===== config.mk =====
export PLATFORM = sky130hd
export DESIGN_NAME = apb_req_arbiter_flat
export DESIGN_NICKNAME = d
export VERILOG_FILES = /design/src/rtl/apb_req_arbiter_pkg.sv /design/src/rtl/apb_req_arbiter_if.sv /design/src/rtl/apb_req_arbiter_rr.sv /design/src/rtl/apb_req_arbiter.sv /design/src/flat_wrapper.sv
export SDC_FILE = /design/constraint.sdc
export NUM_CORES = 1
export LEC_CHECK = 0
export ABC_AREA = 0
export ABC_CLOCK_PERIOD_IN_PS = 5520
export BUFFER_PORTS_ARGS = -buffer_cell sky130_fd_sc_hd__buf_4
export CAP_MARGIN = 40
export CORE_AREA = 2 2 160 162
export DETAILED_ROUTE_END_ITERATION = 8
export DIE_AREA = 0 0 162 164
export PLACE_DENSITY = 0.61
export RECOVER_POWER = 25
export SLEW_MARGIN = 20
export SYNTH_ARGS = -nofsm -noshare
export SYNTH_HDL_FRONTEND = slang
export SYNTH_SLANG_ARGS = --single-unit

===== constraint.sdc =====
create_clock -name PCLK -period 5.52 [get_ports PCLK]
set_clock_uncertainty 0.2 [all_clocks]
set_input_delay 0.276 -clock PCLK [delete_from_list [all_inputs] [get_ports PCLK]]
set_output_delay 0.276 -clock PCLK [all_outputs]
set_load 0.02 [all_outputs]

===== src/rtl/apb_req_arbiter_pkg.sv =====
// Shared types and helpers for the APB request arbiter slice.
package apb_ctrl_pkg;

  typedef enum logic [1:0] {
    IDLE   = 2'd0,
    SETUP  = 2'd1,
    ACCESS = 2'd2
  } state_t;

  localparam int DEFAULT_TIMEOUT = 16;

  // Width of a requester index; never narrower than one bit.
  function automatic int id_width(input int n);
    return (n > 1) ? $clog2(n) : 1;
  endfunction

endpackage


===== src/rtl/apb_req_arbiter_if.sv =====
// Requester command/response bus plus APB master signals, bundled for the arbiter.
interface apb_req_arbiter_if #(
  parameter int NUM_REQ = 4,
  parameter int ADDR_W  = 32,
  parameter int DATA_W  = 32
);
  import apb_ctrl_pkg::*;

  localparam int IDW = id_width(NUM_REQ);

  logic [NUM_REQ-1:0]        req_valid;
  logic [NUM_REQ-1:0]        req_ready;
  logic [NUM_REQ-1:0]        req_write;
  logic [NUM_REQ*ADDR_W-1:0] req_addr;
  logic [NUM_REQ*DATA_W-1:0] req_wdata;

  logic                      rsp_valid;
  logic [IDW-1:0]            rsp_id;
  logic [DATA_W-1:0]         rsp_rdata;
  logic                      rsp_err;
  logic                      rsp_timeout;

  logic                      PSEL;
  logic                      PENABLE;
  logic                      PWRITE;
  logic [ADDR_W-1:0]         PADDR;
  logic [DATA_W-1:0]         PWDATA;
  logic [DATA_W-1:0]         PRDATA;
  logic                      PREADY;
  logic                      PSLVERR;

  // Arbiter side: accepts commands, drives APB and responses.
  modport master (
    input  req_valid, req_write, req_addr, req_wdata,
    input  PRDATA, PREADY, PSLVERR,
    output req_ready,
    output rsp_valid, rsp_id, rsp_rdata, rsp_err, rsp_timeout,
    output PSEL, PENABLE, PWRITE, PADDR, PWDATA
  );

  // Environment side: requesters and APB fabric.
  modport slave (
    output req_valid, req_write, req_addr, req_wdata,
    output PRDATA, PREADY, PSLVERR,
    input  req_ready,
    input  rsp_valid, rsp_id, rsp_rdata, rsp_err, rsp_timeout,
    input  PSEL, PENABLE, PWRITE, PADDR, PWDATA
  );

endinterface


===== src/rtl/apb_req_arbiter_rr.sv =====
// Combinational round-robin pick: search starts at ptr and wraps.
module apb_rr_arbiter
  import apb_ctrl_pkg::*;
#(
  parameter int NUM_REQ = 4,
  localparam int IDW = id_width(NUM_REQ)
) (
  input  logic [NUM_REQ-1:0] req,
  input  logic [IDW-1:0]     ptr,
  output logic [NUM_REQ-1:0] grant,
  output logic [IDW-1:0]     idx,
  output logic               found
);

  logic [IDW:0] cand;

  // First requester at or after ptr (modulo NUM_REQ) wins.
  always_comb begin
    grant = '0;
    idx   = '0;
    found = 1'b0;
    cand  = '0;
    for (int i = 0; i < NUM_REQ; i++) begin
      cand = {1'b0, ptr} + (IDW+1)'(i);
      if (cand >= (IDW+1)'(NUM_REQ)) begin
        cand = cand - (IDW+1)'(NUM_REQ);
      end
      if (!found && req[cand[IDW-1:0]]) begin
        found                 = 1'b1;
        grant[cand[IDW-1:0]]  = 1'b1;
        idx                   = cand[IDW-1:0];
      end
    end
  end

endmodule


===== src/rtl/apb_req_arbiter.sv =====
// Round-robin multi-requester APB master: one transfer in flight, wait-state
// tolerant, with an ACCESS-phase timeout that aborts hung slaves.
module apb_req_arbiter
  import apb_ctrl_pkg::*;
#(
  parameter int NUM_REQ = 4,
  parameter int ADDR_W  = 32,
  parameter int DATA_W  = 32,
  parameter int TIMEOUT = DEFAULT_TIMEOUT
) (
  input logic               PCLK,
  input logic               PRESETn,
  apb_req_arbiter_if.master bus
);

  localparam int IDW = id_width(NUM_REQ);
  localparam int CW  = $clog2(TIMEOUT);
  localparam logic [CW-1:0]  WAIT_LAST = CW'(TIMEOUT - 1);
  localparam logic [IDW-1:0] ID_LAST   = IDW'(NUM_REQ - 1);

  state_t             state, state_nx;
  logic [IDW-1:0]     ptr;
  logic [IDW-1:0]     cur_id;
  logic [IDW-1:0]     gidx;
  logic [NUM_REQ-1:0] grant;
  logic               any_req;
  logic [CW-1:0]      wait_cnt;
  logic               wait_expired;

  apb_rr_arbiter #(.NUM_REQ(NUM_REQ)) u_rr (
    .req   (bus.req_valid),
    .ptr   (ptr),
    .grant (grant),
    .idx   (gidx),
    .found (any_req)
  );

  assign wait_expired = (wait_cnt == WAIT_LAST);

  // Handshake only in IDLE and never while reset is asserted.
  assign bus.req_ready = (state == IDLE && PRESETn) ? grant : '0;
  assign bus.PSEL      = (state != IDLE);
  assign bus.PENABLE   = (state == ACCESS);

  // Next-state decode; PREADY wins over an expiring wait counter.
  always_comb begin
    state_nx = state;
    case (state)
      IDLE:    if (any_req) state_nx = SETUP;
      SETUP:   state_nx = ACCESS;
      ACCESS:  if (bus.PREADY || wait_expired) state_nx = IDLE;
      default: state_nx = IDLE;
    endcase
  end

  // State register.
  always_ff @(posedge PCLK) begin
    if (!PRESETn) state <= IDLE;
    else          state <= state_nx;
  end

  // Command capture, rr pointer, wait counter and one-cycle response.
  always_ff @(posedge PCLK) begin
    if (!PRESETn) begin
      ptr             <= '0;
      cur_id          <= '0;
      wait_cnt        <= '0;
      bus.PADDR       <= '0;
      bus.PWRITE      <= 1'b0;
      bus.PWDATA      <= '0;
      bus.rsp_valid   <= 1'b0;
      bus.rsp_id      <= '0;
      bus.rsp_rdata   <= '0;
      bus.rsp_err     <= 1'b0;
      bus.rsp_timeout <= 1'b0;
    end else begin
      bus.rsp_valid   <= 1'b0;
      bus.rsp_id      <= '0;
      bus.rsp_rdata   <= '0;
      bus.rsp_err     <= 1'b0;
      bus.rsp_timeout <= 1'b0;
      case (state)
        IDLE: begin
          if (any_req) begin
            bus.PADDR  <= bus.req_addr[gidx*ADDR_W +: ADDR_W];
            bus.PWDATA <= bus.req_wdata[gidx*DATA_W +: DATA_W];
            bus.PWRITE <= bus.req_write[gidx];
            cur_id     <= gidx;
            ptr        <= (gidx == ID_LAST) ? '0 : gidx + 1'b1;
          end
        end
        SETUP: wait_cnt <= '0;
        ACCESS: begin
          if (bus.PREADY) begin
            bus.rsp_valid <= 1'b1;
            bus.rsp_id    <= cur_id;
            bus.rsp_rdata <= bus.PWRITE ? '0 : bus.PRDATA;
            bus.rsp_err   <= bus.PSLVERR;
          end else if (wait_expired) begin
            bus.rsp_valid   <= 1'b1;
            bus.rsp_id      <= cur_id;
            bus.rsp_err     <= 1'b1;
            bus.rsp_timeout <= 1'b1;
          end else begin
            wait_cnt <= wait_cnt + 1'b1;
          end
        end
        default: ;
      endcase
    end
  end

endmodule


===== src/flat_wrapper.sv =====
// flat-port wrapper written by rule: the top's interface ports become plain ports
module apb_req_arbiter_flat import apb_ctrl_pkg::*;
#(
  parameter int NUM_REQ = 4,
  parameter int ADDR_W  = 32,
  parameter int DATA_W  = 32,
  parameter int TIMEOUT = DEFAULT_TIMEOUT
)
  (PCLK, PRESETn, bus_req_valid, bus_req_write, bus_req_addr, bus_req_wdata, bus_PRDATA, bus_PREADY, bus_PSLVERR, bus_req_ready, bus_rsp_valid, bus_rsp_id, bus_rsp_rdata, bus_rsp_err, bus_rsp_timeout, bus_PSEL, bus_PENABLE, bus_PWRITE, bus_PADDR, bus_PWDATA);
  apb_req_arbiter_if #(.NUM_REQ(NUM_REQ), .ADDR_W(ADDR_W), .DATA_W(DATA_W)) bus_i ();
  input logic PCLK;
  input logic PRESETn;
  input wire logic [$bits(bus_i.req_valid)-1:0] bus_req_valid;
  input wire logic [$bits(bus_i.req_write)-1:0] bus_req_write;
  input wire logic [$bits(bus_i.req_addr)-1:0] bus_req_addr;
  input wire logic [$bits(bus_i.req_wdata)-1:0] bus_req_wdata;
  input wire logic [$bits(bus_i.PRDATA)-1:0] bus_PRDATA;
  input wire logic [$bits(bus_i.PREADY)-1:0] bus_PREADY;
  input wire logic [$bits(bus_i.PSLVERR)-1:0] bus_PSLVERR;
  output wire logic [$bits(bus_i.req_ready)-1:0] bus_req_ready;
  output wire logic [$bits(bus_i.rsp_valid)-1:0] bus_rsp_valid;
  output wire logic [$bits(bus_i.rsp_id)-1:0] bus_rsp_id;
  output wire logic [$bits(bus_i.rsp_rdata)-1:0] bus_rsp_rdata;
  output wire logic [$bits(bus_i.rsp_err)-1:0] bus_rsp_err;
  output wire logic [$bits(bus_i.rsp_timeout)-1:0] bus_rsp_timeout;
  output wire logic [$bits(bus_i.PSEL)-1:0] bus_PSEL;
  output wire logic [$bits(bus_i.PENABLE)-1:0] bus_PENABLE;
  output wire logic [$bits(bus_i.PWRITE)-1:0] bus_PWRITE;
  output wire logic [$bits(bus_i.PADDR)-1:0] bus_PADDR;
  output wire logic [$bits(bus_i.PWDATA)-1:0] bus_PWDATA;
  assign bus_i.req_valid = bus_req_valid;
  assign bus_i.req_write = bus_req_write;
  assign bus_i.req_addr = bus_req_addr;
  assign bus_i.req_wdata = bus_req_wdata;
  assign bus_i.PRDATA = bus_PRDATA;
  assign bus_i.PREADY = bus_PREADY;
  assign bus_i.PSLVERR = bus_PSLVERR;
  assign bus_req_ready = bus_i.req_ready;
  assign bus_rsp_valid = bus_i.rsp_valid;
  assign bus_rsp_id = bus_i.rsp_id;
  assign bus_rsp_rdata = bus_i.rsp_rdata;
  assign bus_rsp_err = bus_i.rsp_err;
  assign bus_rsp_timeout = bus_i.rsp_timeout;
  assign bus_PSEL = bus_i.PSEL;
  assign bus_PENABLE = bus_i.PENABLE;
  assign bus_PWRITE = bus_i.PWRITE;
  assign bus_PADDR = bus_i.PADDR;
  assign bus_PWDATA = bus_i.PWDATA;
  apb_req_arbiter #(.NUM_REQ(NUM_REQ), .ADDR_W(ADDR_W), .DATA_W(DATA_W), .TIMEOUT(TIMEOUT)) u_core (.PCLK(PCLK), .PRESETn(PRESETn), .bus(bus_i));
endmodule

==> results.cfg, run 1 <==
[outcome]
status = completed

[pwr]
p_leak_uw = 0.004782
powerDensity_nw_per_um2 = 415.7
ir_worst_vdd_mv = 0.4656

[yosys]
synth_most_common_cell = dfxtp_1
synth-edff-count = 0
postSynthAreaPerCell_um2 = 9.936
synth_seq_cells = 112
synth_area_um2 = 5564
synth_top_area_frac = 0.4030
syn_inst = 560
synth_top_flop_cell = dfxtp_1
synth_top_area_cell = dfxtp_1
synthArstFlopShare = 0
synth_common_cells = 112 x dfxtp_1, 68 x nand3_1, 65 x a32oi_1, 65 x mux2i_1, 65 x o211ai_1
synthesis.nets = 868
synth_area_leaders = dfxtp_1 40%, mux2i_1 12%, a32oi_1 10%
yosys_warnings = 0
seq_area_frac_synth = 0.4030
ys_types = 41

[setup_path]
endpoint_kind = flop
crit_type = flop to flop
r2r-end = u_core.bus.PADDR[4]$_SDFFE_PN0P_
cp.required_ps = 5610
path_max_fanout = 40
r2r_slack_ps = 910
worstReg2RegStart = u_core.ptr[0]$_SDFFE_PN0P_
r2r_cells = 10
critPathLaunchType = flop
arrival_ps = 4700

[placed_design]
dp_hpwl_mm = 16.93
gp_congestion = 0.8097
port_buffers = 407
dpl.cell_count = 1250

[floorplan]
placementRows = 58
die_x_um = 162
die_h_um = 164
die_area_um2 = 26570
core-area_um2 = 24820
ioPinCount = 408
start_util = 0.2242

[timing]
worst_slew_margin_rel = 0.4760
worstMarginPinSlew_ps = 786.0
setup_tns_ps = 0
finalSetupViolCount = 0
rsz0062_at_grt = false
period_share = 0.8351
hold_violations = 0
period_needed_ps = 4610
fmax_mhz = 216.9
slew_viol_final = 0

[min_path]
hp-class = input port to flop
hold_depth = 3
hold_end = u_core.bus.PADDR[31]$_SDFFE_PN0P_
min_from = bus_req_addr[63]

[routing]
via_count = 6790
drc = 0
initialDrtViolationCount = 459
first_pass_iters = 5
wirelength_mm = 24.56
wire_per_inst_um = 17.20
ant_nets = 0
viasPerCell = 4.755

[layout]
multi_input_area_um2 = 2963
area_growth_pct = 89.54
final_cells = 1428
seqCellArea_um2 = 2242
fin_nets = 1402
drive_gt1_frac = 0.3579
fillCellCount = 2458
fin_util = 0.4249
num_antenna_cells = 0

[global_routing]
gr-usage-all-layers = 0.1735
antenna_found_initial = 0
grt_max_degree = 131
grt_pass1_wl_mm = 36.51
grt_overflow = 0
grt_pass1_vias = 6865

[clocking]
cts_root_buf = clkbuf_16
tritoncts = yes
clkSinkCount = 112
h-tree-depth = 3
cts.path.max_buffers = 2
ctsResizeCount = 0
cts_inserted_buffers = 9
path_clk_slew_ps = 80
clk_latency_ps = 350

[job]
drv_cap = 0
kinds of logic after synthesis:
group / after synthesis / share of synthesized area
xor+xnor: 4 / 0.006298
buf+inv: 62 / 0.06701
simple gates: 145 / 0.1392
compound gates: 159 / 0.2314
fa+ha+maj: 8 / 0.01799
mux: 70 / 0.1351
flops: 112 / 0.4030
power breakdown:
group | leakage [uW] | total, uW | switching, uW | internal [uW]
clock | 0.000149 | 694 | 335 | 360
sequential | 0.000918 | 1110 | 118 | 991
combinational | 0.00371 | 2580 | 1350 | 1230
stage by stage:
stage	total power, uW	worst slack, ps	cell area, um2	hold slack [ps]
after floorplan	2586	2449	5564	153.4
after global placement	3313	1581	8810	249.9
after detailed placement	3327	1500	8810	247.9
after CTS	4445	951.5	10750	4.734
after global routing	4653	612.6	10550	14.81
final	4384	910.1	10550	17.21
worst max-delay path, cell delays in order (launching register included):
cell           delay, ps
dfxtp_1              680
inv_1                280
ha_1                 490
mux4_2               420
or3_4                400
nor2b_4              190
a21oi_2               90
or2_2                570
buf_4                390
o211ai_1             230
dlygate4sd3_1        570
cells in the final DEF, fill, tap and decap left out, types with 8 or more instances in the layout:
cell type,instances
ha_1,8
nand3_1,68
dlygate4sd3_1,163
o211ai_1,65
mux2i_1,65
nor2_1,15
and2_1,36
clkbuf_1,53
dfxtp_1,112
nand2_1,10
buf_4,358
a32oi_1,65
clkbuf_16,9
final cells by class:
cell class                 instances  area share
inverter                           7    0.002491
timing repair buffer             578      0.4360
multi-input combinational        386      0.2809
clock buffer                       9     0.02135
clock inverter                     6    0.007474
sequential                       112      0.2126
tap                              330     0.03915
what timing repair did:
item,in CTS,in global routing
hold buffers,163,0
hold endpoints to repair,99,0
buffers inserted,0,0
endpoints found under the setup margin,0,0
state kept, by name (all words and copies together) (netlist names):
name,count
u_core.bus.rsp_err,1
u_core.bus.rsp_timeout,1
u_core.state,2
u_core.bus.PWRITE,1
u_core.bus.rsp_rdata,32
u_core.cur_id,2
u_core.ptr,2
u_core.bus.rsp_id,2
u_core.wait_cnt,4
u_core.bus.PADDR,32
u_core.bus.PWDATA,32
u_core.bus.rsp_valid,1
layer usage:
layer | vias up | part of all wire | global-route usage
li1 | 3233 | - | -
met1 | 3226 | 0.39 | 0.2003
met2 | 310 | 0.51 | 0.3149
met3 | 21 | 0.085 | 0.05126
met4 | 0 | 0.013 | 0.04183
met5 | - | 0 | 0
how the worst max path moves through the flow:
| stage | cells past startpoint | endpoint | startpoint |
|---|---|---|---|
| global placement | 9 | u_core.bus.PADDR[9]$_SDFFE_PN0P_ | u_core.ptr[0]$_SDFFE_PN0P_ |
| CTS | 10 | u_core.bus.PADDR[5]$_SDFFE_PN0P_ | u_core.ptr[0]$_SDFFE_PN0P_ |
| floorplan | 11 | u_core.bus.PADDR[11]$_SDFFE_PN0P_ | u_core.ptr[0]$_SDFFE_PN0P_ |
| global route | 10 | u_core.bus.PADDR[20]$_SDFFE_PN0P_ | u_core.ptr[0]$_SDFFE_PN0P_ |
| detailed placement | 9 | u_core.bus.PADDR[6]$_SDFFE_PN0P_ | u_core.ptr[0]$_SDFFE_PN0P_ |
| finish | 10 | u_core.bus.PADDR[4]$_SDFFE_PN0P_ | u_core.ptr[0]$_SDFFE_PN0P_ |
No activity file was read; power rests on OpenSTA's default activity.
==> inputs of run 2 (changes only) <==
Settings changed: ABC_AREA 0 to 1, ABC_CLOCK_PERIOD_IN_PS 5520 to 4400, CORE_AREA 2 2 160 162 to unset, CORE_ASPECT_RATIO set to 0.5, CORE_UTILIZATION set to 41, DIE_AREA 0 0 162 164 to unset, PLACE_DENSITY 0.61 to 0.84.
Clock period 5.52 ns to 4.4 ns, I/O delays scaled along.
==> run 2 against run 1 <==
Combinational power rose by 110%. Cell count rose by 42%. Count of clock-buffer cells in the layout stayed put. Routed wire length is 26% higher. Fmax up 31%. Highest routed layer unchanged. Clock power increased by 26%.
==> results.cfg, run 2 <==
[outcome]
status = completed

[yosys]
synth_seq_cells = 112
seq_area_frac_synth = 0.2804
synth_common_cells = 384 x inv_1, 238 x nand2_1, 215 x nand3_1
syn_inst = 1394
synth_top_area_frac = 0.2804
synth_most_common_cell = inv_1
yosys_warnings = 0
ys_types = 29
synth_top_flop_cell = dfxtp_1
synth_area_leaders = dfxtp_1 28%, inv_1 18%, nand3_1 13%
synth-edff-count = 0
synthesis.nets = 1702
synth_top_area_cell = dfxtp_1
postSynthAreaPerCell_um2 = 5.737
synthArstFlopShare = 0
synth_area_um2 = 7998

[placed_design]
dp_hpwl_mm = 21.63
port_buffers = 407
gp_congestion = 0.9811

[routing]
ant_nets = 0
drc = 0
via_count = 10036
wire_per_inst_um = 15.21
viasPerCell = 4.941
initialDrtViolationCount = 1069
wirelength_mm = 30.90
first_pass_iters = 6

[floorplan]
ioPinCount = 408
placementRows = 35
die_x_um = 199.5
die_h_um = 100.8
die_area_um2 = 20100
core-area_um2 = 18740
start_util = 0.4267

[global_routing]
grt_max_degree = 132
grt_pass1_wl_mm = 46.54
gr-usage-all-layers = 0.2951
grt_overflow = 0
antenna_found_initial = 0
grt_pass1_vias = 9076

[setup_path]
critPathLaunch = u_core.ptr[0]$_SDFFE_PN0P_
r2r_slack_ps = 870
crit_chain = inv_2 -> ha_1 -> inv_1 -> nand2_1 -> nand2_2 -> nor2_4 -> nand3_4 -> nand3_4 -> buf_12 -> nand2_1 -> nand3_1 -> nand3_1 -> nand2_1 -> inv_1
worstReg2RegStart = u_core.ptr[0]$_SDFFE_PN0P_
endpoint_kind = flop
path_max_fanout = 55
cp.required_ps = 4460
crit_type = flop to flop
arrival_ps = 3590
cp_slowest_cell = dfxtp_1
critPathLaunchType = flop
crit_buf_inv = 4
crit_path_max_incr_delay_ps = 580
critPathTopFamily = simple AND/OR/NAND/NOR gates
r2r-end = u_core.bus.PWDATA[5]$_SDFFE_PN0P_
r2r_cells = 14
crit_top_cell = nand2_1

[timing]
worst_slew_margin_rel = 0.4493
fmax_mhz = 283.6
hold_violations = 0
timing.hold.ws_ps = 47.45
finalSetupViolCount = 0
rsz0062_at_grt = false
period_share = 0.8015
worstMarginPinSlew_ps = 826.1
slew_viol_final = 0
setup_tns_ps = 0
period_needed_ps = 3527

[clocking]
clk_latency_ps = 360
path_clk_slew_ps = 90
cts.path.max_buffers = 2
cts_inserted_buffers = 9
h-tree-depth = 3
clkSinkCount = 112
cts_root_buf = clkbuf_16
tritoncts = yes

[pwr]
p_leak_uw = 0.007058
comb_power_share = 0.701
internal_power_uw = 3568
ir_worst_vdd_mv = 0.6488
powerDensity_nw_per_um2 = 687.3
power.share.clock = 0.110
sw_frac_of_total = 0.5483
p_seq_frac = 0.188
p_switching_uw = 4331

[layout]
num_antenna_cells = 0
seqCellArea_um2 = 2242
layout_common_cells = 384 x inv_1, 361 x buf_4, 237 x nand2_1, 215 x nand3_1, 175 x nor2_1
drive_gt1_frac = 0.2240
fillCellCount = 1750
multi_input_area_um2 = 3792
area_growth_pct = 43.70
layout_commonest_cell = inv_1
fin_nets = 2075
reg.largest.list = u_core.bus.PADDR x32, u_core.bus.PWDATA x32, u_core.bus.rsp_rdata x32

[job]
drv_cap = 0

[min_path]
hold_end = u_core.bus.PADDR[0]$_SDFFE_PN0P_
hp-class = input port to flop
min_from = bus_req_addr[64]
hold_depth = 7
-- run 2: power groups by stage --
stage                     clock network [uW]  logic, uW  registers [uW]
after detailed placement                   0       5480            1500
after floorplan                            0       3830            1760
after global routing                     930       6090            1510
final                                    872       5540            1490
after global placement                     0       5400            1500
after CTS                                892       5530            1480
-- run 2: metal layers --
layer / vias to the layer above / routed length (um) / GRT usage
met2: 518 / 14110 / 0.4650
met4: 0 / 1258 / 0.1327
met5: - / 0 / 0
met1: 4439 / 12460 / 0.3814
li1: 4983 / - / -
met3: 96 / 3067 / 0.07360
-- run 2: repair_timing --
action,CTS,global route
resized for setup,0,0
hold buffers,35,0
setup buffers,0,0
hold endpoints to repair,38,0
-- run 2: how the worst max path moves through the flow --
| stage | slack [ps] | end | depth (start not counted) |
|---|---|---|---|
| floorplan | 1900 | u_core.bus.PADDR[21]$_SDFFE_PN0P_ | 15 |
| global placement | 1040 | u_core.bus.PWDATA[30]$_SDFFE_PN0P_ | 14 |
| detailed placement | 970 | u_core.bus.PWDATA[20]$_SDFFE_PN0P_ | 14 |
| CTS | 950 | u_core.bus.PWDATA[20]$_SDFFE_PN0P_ | 14 |
| global route | 600 | u_core.bus.PWDATA[5]$_SDFFE_PN0P_ | 14 |
| finish | 870 | u_core.bus.PWDATA[5]$_SDFFE_PN0P_ | 14 |
-- run 2: layout make-up --
type | instances | area share
clock buffers | 9 | 0.01960
clock inverters | 7 | 0.007186
inverters | 388 | 0.1269
repair buffers | 456 | 0.2930
flip-flops and latches | 112 | 0.1951
multi-input cells | 800 | 0.3300
well taps | 259 | 0.02820
-- run 2: logic make-up (layout without fill, tap and decap cells) --
| group | count (synthesis) | after routing | share of synthesized area |
|---|---|---|---|
| flops | 112 | 112 | 0.2804 |
| fa+ha+maj | 8 | 8 | 0.01252 |
| compound gates | 20 | 20 | 0.01455 |
| simple gates | 772 | 772 | 0.4446 |
| buf+inv | 482 | 860 | 0.2480 |
-- run 2: worst register-to-register path: cells and delay by family (launching register included) --
family | cells | cell delay, ps
AND/OR/NAND/NOR | 9 | 1620
adder cells (fa/ha/maj) | 1 | 420
buffers and inverters | 4 | 610
flip-flops | 1 | 580
-- run 2: per-stage QoR --
| step | instances | instance area, um2 | utilization | total power (uW) | setup slack [ps] |
|---|---|---|---|---|---|
| 3_3_place_gp | 1980 | 11040 | 0.5891 | 6893 | 1045 |
| 6_report | 2031 | 11490 | 0.6132 | 7898 | 873.4 |
| 2_1_floorplan | 1394 | 7998 | - | 5581 | 1903 |
| 5_1_grt | 2031 | 11490 | 0.6132 | 8530 | 601.5 |
| 3_5_place_dp | 1980 | 11040 | 0.5891 | 6982 | 972.1 |
| 4_1_cts | 2031 | 11700 | 0.6242 | 7902 | 947.4 |
